<file path="src/rtl/bram16_rr_arbiter.sv">
// Round-robin arbiter sharing the 256x16 port B of a dual-port block RAM between two
// requesters, with registered port-B drive, a tagged read-return pipe and a zero-fill sequencer.
module bram16_rr_arbiter #(
  parameter int                 ADDR_W         = 8,
  parameter int                 DATA_W         = 16,
  parameter bit                 CLEAR_ON_RESET = 1'b0,
  parameter logic [DATA_W-1:0]  CLEAR_VALUE    = 16'h0000
) (
  input  logic              CLK,
  input  logic              RST,
  input  logic              REQ0,
  input  logic              REQ1,
  input  logic              WE0,
  input  logic              WE1,
  input  logic [ADDR_W-1:0] ADDR0,
  input  logic [ADDR_W-1:0] ADDR1,
  input  logic [DATA_W-1:0] WDATA0,
  input  logic [DATA_W-1:0] WDATA1,
  output logic              GNT0,
  output logic              GNT1,
  output logic              RVALID0,
  output logic              RVALID1,
  output logic [DATA_W-1:0] RDATA,
  input  logic              CLR_START,
  output logic              BUSY,
  output logic              ENB,
  output logic              WEB,
  output logic [ADDR_W-1:0] ADDRB,
  output logic [DATA_W-1:0] DIB,
  input  logic [DATA_W-1:0] DOB
);

  typedef enum logic {
    ST_IDLE  = 1'b0,
    ST_CLEAR = 1'b1
  } state_t;

  localparam logic [ADDR_W-1:0] CNT_LAST = '1;
  localparam logic [ADDR_W-1:0] CNT_ONE  = ADDR_W'(1);

  state_t              state_r;
  state_t              state_nxt_s;
  logic [ADDR_W-1:0]   cnt_r;
  logic [ADDR_W-1:0]   cnt_nxt_s;
  logic                ptr_r;
  logic                gnt0_s;
  logic                gnt1_s;
  logic                xfer_s;
  logic                sel_we_s;
  logic [ADDR_W-1:0]   sel_addr_s;
  logic [DATA_W-1:0]   sel_wdata_s;
  logic                tag_valid_r;
  logic                tag_id_r;

  // Fill FSM next state and arbitration; a fill start suppresses any grant that cycle.
  always_comb begin
    state_nxt_s = state_r;
    cnt_nxt_s   = cnt_r;
    gnt0_s      = 1'b0;
    gnt1_s      = 1'b0;
    case (state_r)
      ST_IDLE: begin
        if (CLR_START) begin
          state_nxt_s = ST_CLEAR;
          cnt_nxt_s   = '0;
        end else begin
          // ptr_r = 0 favours requester 0 under contention
          if (REQ0 && (!REQ1 || !ptr_r)) begin
            gnt0_s = 1'b1;
          end else if (REQ1) begin
            gnt1_s = 1'b1;
          end else begin
            gnt0_s = 1'b0;
            gnt1_s = 1'b0;
          end
        end
      end
      ST_CLEAR: begin
        if (cnt_r == CNT_LAST) begin
          state_nxt_s = ST_IDLE;
          cnt_nxt_s   = '0;
        end else begin
          cnt_nxt_s = cnt_r + CNT_ONE;
        end
      end
      default: begin
        state_nxt_s = ST_IDLE;
        cnt_nxt_s   = '0;
      end
    endcase
  end

  // Command selected for the port-B register stage.
  always_comb begin
    xfer_s      = gnt0_s | gnt1_s;
    sel_we_s    = 1'b0;
    sel_addr_s  = '0;
    sel_wdata_s = '0;
    if (gnt1_s) begin
      sel_we_s    = WE1;
      sel_addr_s  = ADDR1;
      sel_wdata_s = WDATA1;
    end else begin
      sel_we_s    = WE0;
      sel_addr_s  = ADDR0;
      sel_wdata_s = WDATA0;
    end
  end

  // Fill FSM state and counter.
  always_ff @(posedge CLK or posedge RST) begin
    if (RST) begin
      state_r <= CLEAR_ON_RESET ? ST_CLEAR : ST_IDLE;
      cnt_r   <= '0;
    end else begin
      state_r <= state_nxt_s;
      cnt_r   <= cnt_nxt_s;
    end
  end

  // Round-robin pointer moves to the requester that lost each transfer.
  always_ff @(posedge CLK or posedge RST) begin
    if (RST) begin
      ptr_r <= 1'b0;
    end else if (xfer_s) begin
      ptr_r <= gnt0_s;
    end else begin
      ptr_r <= ptr_r;
    end
  end

  // Registered port-B drive; address and data hold when the port is idle.
  always_ff @(posedge CLK or posedge RST) begin
    if (RST) begin
      ENB   <= 1'b0;
      WEB   <= 1'b0;
      ADDRB <= '0;
      DIB   <= '0;
    end else if (state_r == ST_CLEAR) begin
      ENB   <= 1'b1;
      WEB   <= 1'b1;
      ADDRB <= cnt_r;
      DIB   <= CLEAR_VALUE;
    end else if (xfer_s) begin
      ENB   <= 1'b1;
      WEB   <= sel_we_s;
      ADDRB <= sel_addr_s;
      DIB   <= sel_wdata_s;
    end else begin
      ENB   <= 1'b0;
      WEB   <= 1'b0;
    end
  end

  // Two-stage read tag: command on the pins, then RAM output register.
  always_ff @(posedge CLK or posedge RST) begin
    if (RST) begin
      tag_valid_r <= 1'b0;
      tag_id_r    <= 1'b0;
      RVALID0     <= 1'b0;
      RVALID1     <= 1'b0;
    end else begin
      tag_valid_r <= xfer_s & ~sel_we_s;
      tag_id_r    <= gnt1_s;
      RVALID0     <= tag_valid_r & ~tag_id_r;
      RVALID1     <= tag_valid_r & tag_id_r;
    end
  end

  assign GNT0  = gnt0_s;
  assign GNT1  = gnt1_s;
  assign BUSY  = (state_r == ST_CLEAR);
  assign RDATA = DOB;

endmodule

</file>
<file path="config.mk">
export PLATFORM = sky130hd
export DESIGN_NAME = bram16_rr_arbiter
export DESIGN_NICKNAME = d
export VERILOG_FILES = /design/src/rtl/bram16_rr_arbiter.sv
export SDC_FILE = /design/constraint.sdc
export NUM_CORES = 1
export LEC_CHECK = 0
export BUFFER_PORTS_ARGS = -buffer_cell sky130_fd_sc_hd__buf_2
export CORE_AREA = 8 8 81 83
export CTS_CLUSTER_DIAMETER = 50
export DETAILED_ROUTE_END_ITERATION = 7
export DIE_AREA = 0 0 89 91
export GPL_ROUTABILITY_DRIVEN = 0
export PLACE_DENSITY = 0.75
export SETUP_SLACK_MARGIN = 0.2
export SYNTH_ARGS = -nofsm -noshare
export SYNTH_HDL_FRONTEND = slang
export SYNTH_SLANG_ARGS = --single-unit
</file>
<file path="constraint.sdc">
create_clock -name CLK -period 2 [get_ports CLK]
set_clock_uncertainty 0.2 [all_clocks]
set_input_delay 0.2 -clock CLK [delete_from_list [all_inputs] [get_ports CLK]]
set_output_delay 0.2 -clock CLK [all_outputs]
set_load 0.05 [all_outputs]
</file>
==> flow_summary.toml, run 1 <==
[outcome]
status = "completed"

[pwr]
ir_worst_vdd_mv = 0.548
total_leakage_power_nw = 1.49
p_per_area_nw_per_um2 = 892
power_w = 0.00267

[sta]
whs_ns = 0.0270
timing.final.crit_share = 0.872
setup_viol = 0
hold_violations = 0
clock.fmax_ghz = 0.574
relSlewSlack = 0.517
setup_tns_ns = 0
tightest_slew_ns = 0.720
final_max_slew_viol_count = 0
rsz0062_at_grt = "yes"
min_period_ns = 1.74

[yosys]
ys_seq_elements = 40
synthXorXnorAreaFrac = 0.00432
synth_fa_ha_area_frac = 0.00617
syn_avg_cell_area_um2 = 9.06
yosys.area_share.simple = 0.281
yosys.area.top_type = "dfrtp_1"
yosys_warnings = 0
yosysUniqueCellTypes = 37
synth_top_family_by_area = "simple AND/OR/NAND/NOR gates"
synth_top_area_frac = 0.493
synth_nets = 296
muxShareOfSynthArea = 0.0148
syn_inst = 224
synth-compound-area-share = 0.0869
yosysSeqAreaShare = 0.493
synth_area_leaders = "dfrtp_1, nand3_1, buf_4"
netlist_area_um2 = 2030

[die]
die-area_um2 = 8100
initial_utilization = 0.380
ios = 118
die_w_um = 89
die_h_um = 91
rows = 27
coreArea_um2 = 5340

[layout]
area_growth_pct = 47.5
final_common_cell = "buf_2"
antenna_cells = 0
final_cell_mix = "buf_2, nand3_1, dlygate4sd3_1"
multi_input_area_um2 = 805
finalNetCount = 413
seqCellArea_um2 = 1000
fillers = 471
utilization = 0.561
drive_gt1_frac = 0.325
final_area_um2 = 2990

[hold_path]
hold_end = "ptr_r$_DFFE_PP0P_"
holdPathStages = 3
hp-class = "in2reg"
min_from = "REQ0"

[worst_setup_path]
reg2reg_depth = 5
rr_endpoint = "ADDRB[4]$_DFFE_PP0P_"
path_max_fanout = 16
worst_path_max_delay_cell = "dfrtp_1"
slowest_delay_ns = 0.41
cp-start-kind = "register"
worstSetupPathType = "reg2out"
r2r_slack_ns = 0.30
r2r-start = "ptr_r$_DFFE_PP0P_"
cp-end-kind = "output port"
arrival_ns = 1.34
path_cells = "nor2_4 > nand3_4 > inv_6 > buf_6"
cp.required_ns = 1.60

[cts]
cts_made_buffers = 5
cts-root-buf = "clkbuf_8"
htreeDepth = 2
cts_sinks = 40
cts_tree = "done"
clock_latency_ns = 0.29
clkTransAtPathRegs_ns = 0.08
clock_path_buffers = 2

[grt]
grtUsageMet1 = 0.184
grt_pass1_wl_um = 10700
antenna_found_initial = 0
track_usage = 0.165
grt_max_degree = 28
first_global_vias = 2205
use_met3 = 0.0631
gr-total-overflow = 0
grt.busiest_layer = "met2"
grt_use_met2 = 0.278

[detailed_routing]
viasPerCell = 5.08
detail-route-antenna-nets = 0
drt_pass1_iterations = 6
drt_iter0_drc = 116
wl_per_cell_um = 15.9
routed-via-count = 2105
post-route-drc-count = 0
routed_wl_um = 6570

[run]
drv_cap = 0

[placement]
numPortBuffers = 85
dp_hpwl_um = 4240
placed_area_um2 = 2420
## critical path: cells and delay by family (launching register included)
kind | cells | cell delay [ns]
flops | 1 | 0.41
buf+inv | 2 | 0.33
simple gates | 2 | 0.30
## layer usage
metal,vias to the layer above,part of all wire
met5,-,0
met4,0,0.019
met3,20,0.097
met2,95,0.51
met1,994,0.37
li1,996,-
## cell usage after synthesis, drive strengths merged
cell type and instances:
o22ai 1, clkbuf 2, dfrtp 40, a31o 2, or2 1, buf 26, nand3 61, a21oi 4
o21a 1, nand4 2, nor2b 1, mux2i 3, nand2b 1, nor4 1, o21ai 8, ha 1
a221oi 2, a31oi 2, xnor2 1, a22o 2, inv 9, o31ai 1, and2 3, nand2 31
and3 2, nor2 7, nor3 5, a22oi 4
## cells by family (layout without fill, tap and decap cells)
logic type	count (synthesis)	after routing
xor+xnor	1	1
compound gates	27	27
simple gates	115	115
buf+inv	37	155
flops	40	40
mux	3	3
fa+ha+maj	1	1
## registers in the layout (all words and copies together) (netlist names)
register     count
tag_valid_r      1
RVALID0          1
DIB             16
cnt_r            8
ptr_r            1
ADDRB            8
RVALID1          1
WEB              1
tag_id_r         1
BUSY             1
ENB              1
## power breakdown
group	switching (W)	leakage [nW]	internal (W)
registers	0.000149	0.508	0.000978
clock network	0.000297	0.0434	0.000279
logic	0.000602	0.938	0.000363
total	0.00105	1.49	0.00162
## cell type report
class,instances,area share
inverter,9,0.0130
clock buffer,6,0.0276
multi-input combinational,147,0.269
tap,72,0.0301
clock inverter,2,0.00502
sequential,40,0.334
timing repair buffer,138,0.321
## worst max path at each step
stage                            from  slack (ns)  cells past startpoint              endpoint
detailed placement     BUSY$_DFF_PP0_        0.29                      4                  GNT1
global placement       BUSY$_DFF_PP0_        0.33                      4                  GNT1
floorplan              BUSY$_DFF_PP0_        0.20                      3                  GNT0
CTS                    BUSY$_DFF_PP0_        0.19                      4                  GNT1
global route        ptr_r$_DFFE_PP0P_        0.19                      5  ADDRB[4]$_DFFE_PP0P_
finish                 BUSY$_DFF_PP0_        0.26                      4                  GNT1
## per-stage QoR
step	setup slack (ns)	std cells
after floorplan	0.198	224
after global placement	0.331	360
after detailed placement	0.293	360
after CTS	0.191	413
after global routing	0.189	414
final	0.256	414
## timing repair
action | CTS | global route
resized for setup | 4 | 3
hold buffers | 45 | 0
buffers inserted | 0 | 1
endpoints found under the hold margin | 41 | 0
setup endpoints to repair | 2 | 6
pin swaps | 1 | 1
(Power assumes the default switching activity.)
==> run 2, diff against run 1 <==
clock period = 1.9 ns   (was 2 ns; I/O delays follow)
==> run 2 against run 1 <==
Non-clock buffer count grew 5. Register-to-register slack lost 0.04 ns. Worst setup slack lost 0.063 ns. Via count grew 0.29%. Critical path depth grew 1. Count of clock-buffer cells in the layout shrank 1. Clock power grew 40%. Total power grew 13%. Critical path type unchanged. Highest routed layer unchanged.
==> flow_summary.toml, run 2 (synthesized netlist as in run 1, its figures left out) <==
[sta]
clock.fmax_ghz = 0.586
setup_viol = 0
final_max_slew_viol_count = 0
rsz0062_at_grt = "yes"
tightest_slew_ns = 0.498
relSlewSlack = 0.668
min_period_ns = 1.71
setup_tns_ns = 0
hold_violations = 0
timing.final.crit_share = 0.898
whs_ns = 0.0125

[layout]
drive_gt1_frac = 0.340
antenna_cells = 0
fillers = 490
largest_reg_flops = 16
finalNetCount = 419
regMostFlops = "DIB"
area_growth_pct = 53.2
reg_top3 = "DIB: 16 flops, ADDRB: 8 flops, cnt_r: 8 flops"
final_cell_mix = "buf_2, nand3_1, dlygate4sd3_1"
final_common_cell = "buf_2"
finalNonFillerCells = 419

[cts]
clkTransAtPathRegs_ns = 0.08
cts_tree = "done"
clock_path_buffers = 2
cts_made_buffers = 5
cts-root-buf = "clkbuf_8"
htreeDepth = 2
cts_sinks = 40
clock_latency_ns = 0.29

[die]
die-area_um2 = 8100
initial_utilization = 0.380
die_w_um = 89
die_h_um = 91
ios = 118
rows = 27
coreArea_um2 = 5340

[detailed_routing]
routed-via-count = 2111
routed_wl_um = 6970
wl_per_cell_um = 16.6
drt_iter0_drc = 259
viasPerCell = 5.04
detail-route-antenna-nets = 0
drt_pass1_iterations = 4
post-route-drc-count = 0

[hold_path]
min_from = "WE0"
hp-class = "in2reg"
holdPathStages = 3
hold_end = "WEB$_DFF_PP0_"

[grt]
grt_pass1_wl_um = 11000
first_global_vias = 2186
grt_max_degree = 41
antenna_found_initial = 0
track_usage = 0.174
gr-total-overflow = 0

[outcome]
status = "completed"

[worst_setup_path]
cp-start-kind = "register"
path_max_fanout = 2
r2r-start = "BUSY$_DFF_PP0_"
r2r_slack_ns = 0.26
rr_endpoint = "cnt_r[5]$_DFFE_PP0P_"
cp-end-kind = "output port"
cp.required_ns = 1.51
worstSetupPathType = "reg2out"
arrival_ns = 1.32
reg2reg_depth = 5

[placement]
dp_hpwl_um = 4360
numPortBuffers = 85
dp.cells = 361

[pwr]
p_per_area_nw_per_um2 = 974
ir_worst_vdd_mv = 0.565
total_leakage_power_nw = 1.56
power_w = 0.00303

[run]
drv_cap = 0
## run 2: cell types whose count changed in the layout (fill, tap and decap cells not counted), moves of 2 or more
cell / before / now
bufinv_16: 0 / 2
buf_4: 7 / 10
nand2_4: 0 / 2
clkinvlp_4: 2 / 0
## run 2: worst max-delay path: stages (launching register included)
cell and delay (ns):
dfrtp_2 0.43, nor2_4 0.13, buf_6 0.13, nand2_4 0.05, a21oi_4 0.11, buf_6 0.17
## run 2: metrics by stage
step / utilization / worst slack (ns) / cell area [um2]
floorplan: - / 0.267 / 2040
finish: 0.583 / 0.193 / 3110
global placement: 0.453 / 0.266 / 2420
global route: 0.583 / 0.143 / 3110
CTS: 0.570 / 0.190 / 3040
detailed placement: 0.453 / 0.220 / 2420
## run 2: layout make-up
cell class | count | area, um2 | share of cell area
multi-input combinational | 148 | 832 | 0.268
tap | 72 | 90.1 | 0.0290
clock inverter | 2 | 60.1 | 0.0193
clock buffer | 5 | 68.8 | 0.0221
timing repair buffer | 143 | 1010 | 0.325
inverter | 9 | 46.3 | 0.0149
sequential | 40 | 1000 | 0.322
## run 2: layer usage
layer / share of wire / track usage / vias up
met2: 0.52 / 0.294 / 102
li1: - / - / 1012
met1: 0.37 / 0.197 / 982
met4: 0.020 / 0.0638 / 0
met5: 0 / 0 / -
met3: 0.095 / 0.0559 / 15
## run 2: power breakdown
group / switching [W] / total [W] / internal, W / leakage [nW]
logic: 0.000644 / 0.00103 / 0.000388 / 0.989
registers: 0.000161 / 0.00119 / 0.00103 / 0.508
clock network: 0.000287 / 0.000804 / 0.000517 / 0.0642
total: 0.00109 / 0.00303 / 0.00194 / 1.56
## run 2: worst max-delay path by stage
| stage | startpoint | to | slack [ns] |
|---|---|---|---|
| 2_1_floorplan | BUSY$_DFF_PP0_ | ADDRB[0]$_DFFE_PP0P_ | 0.27 |
| 3_3_place_gp | ptr_r$_DFFE_PP0P_ | ADDRB[1]$_DFFE_PP0P_ | 0.27 |
| 3_5_place_dp | ptr_r$_DFFE_PP0P_ | ADDRB[1]$_DFFE_PP0P_ | 0.22 |
| 4_1_cts | ptr_r$_DFFE_PP0P_ | GNT1 | 0.19 |
| 5_1_grt | BUSY$_DFF_PP0_ | GNT0 | 0.14 |
| 6_report | BUSY$_DFF_PP0_ | GNT0 | 0.19 |
## run 2: repair_timing
item | in CTS | in global routing
hold buffers | 45 | 0
setup buffers | 1 | 4
resized for setup | 8 | 8
setup endpoints to repair | 2 | 20
pin swaps | 1 | 1
gates cloned | 1 | 0
hold endpoints to repair | 63 | 0
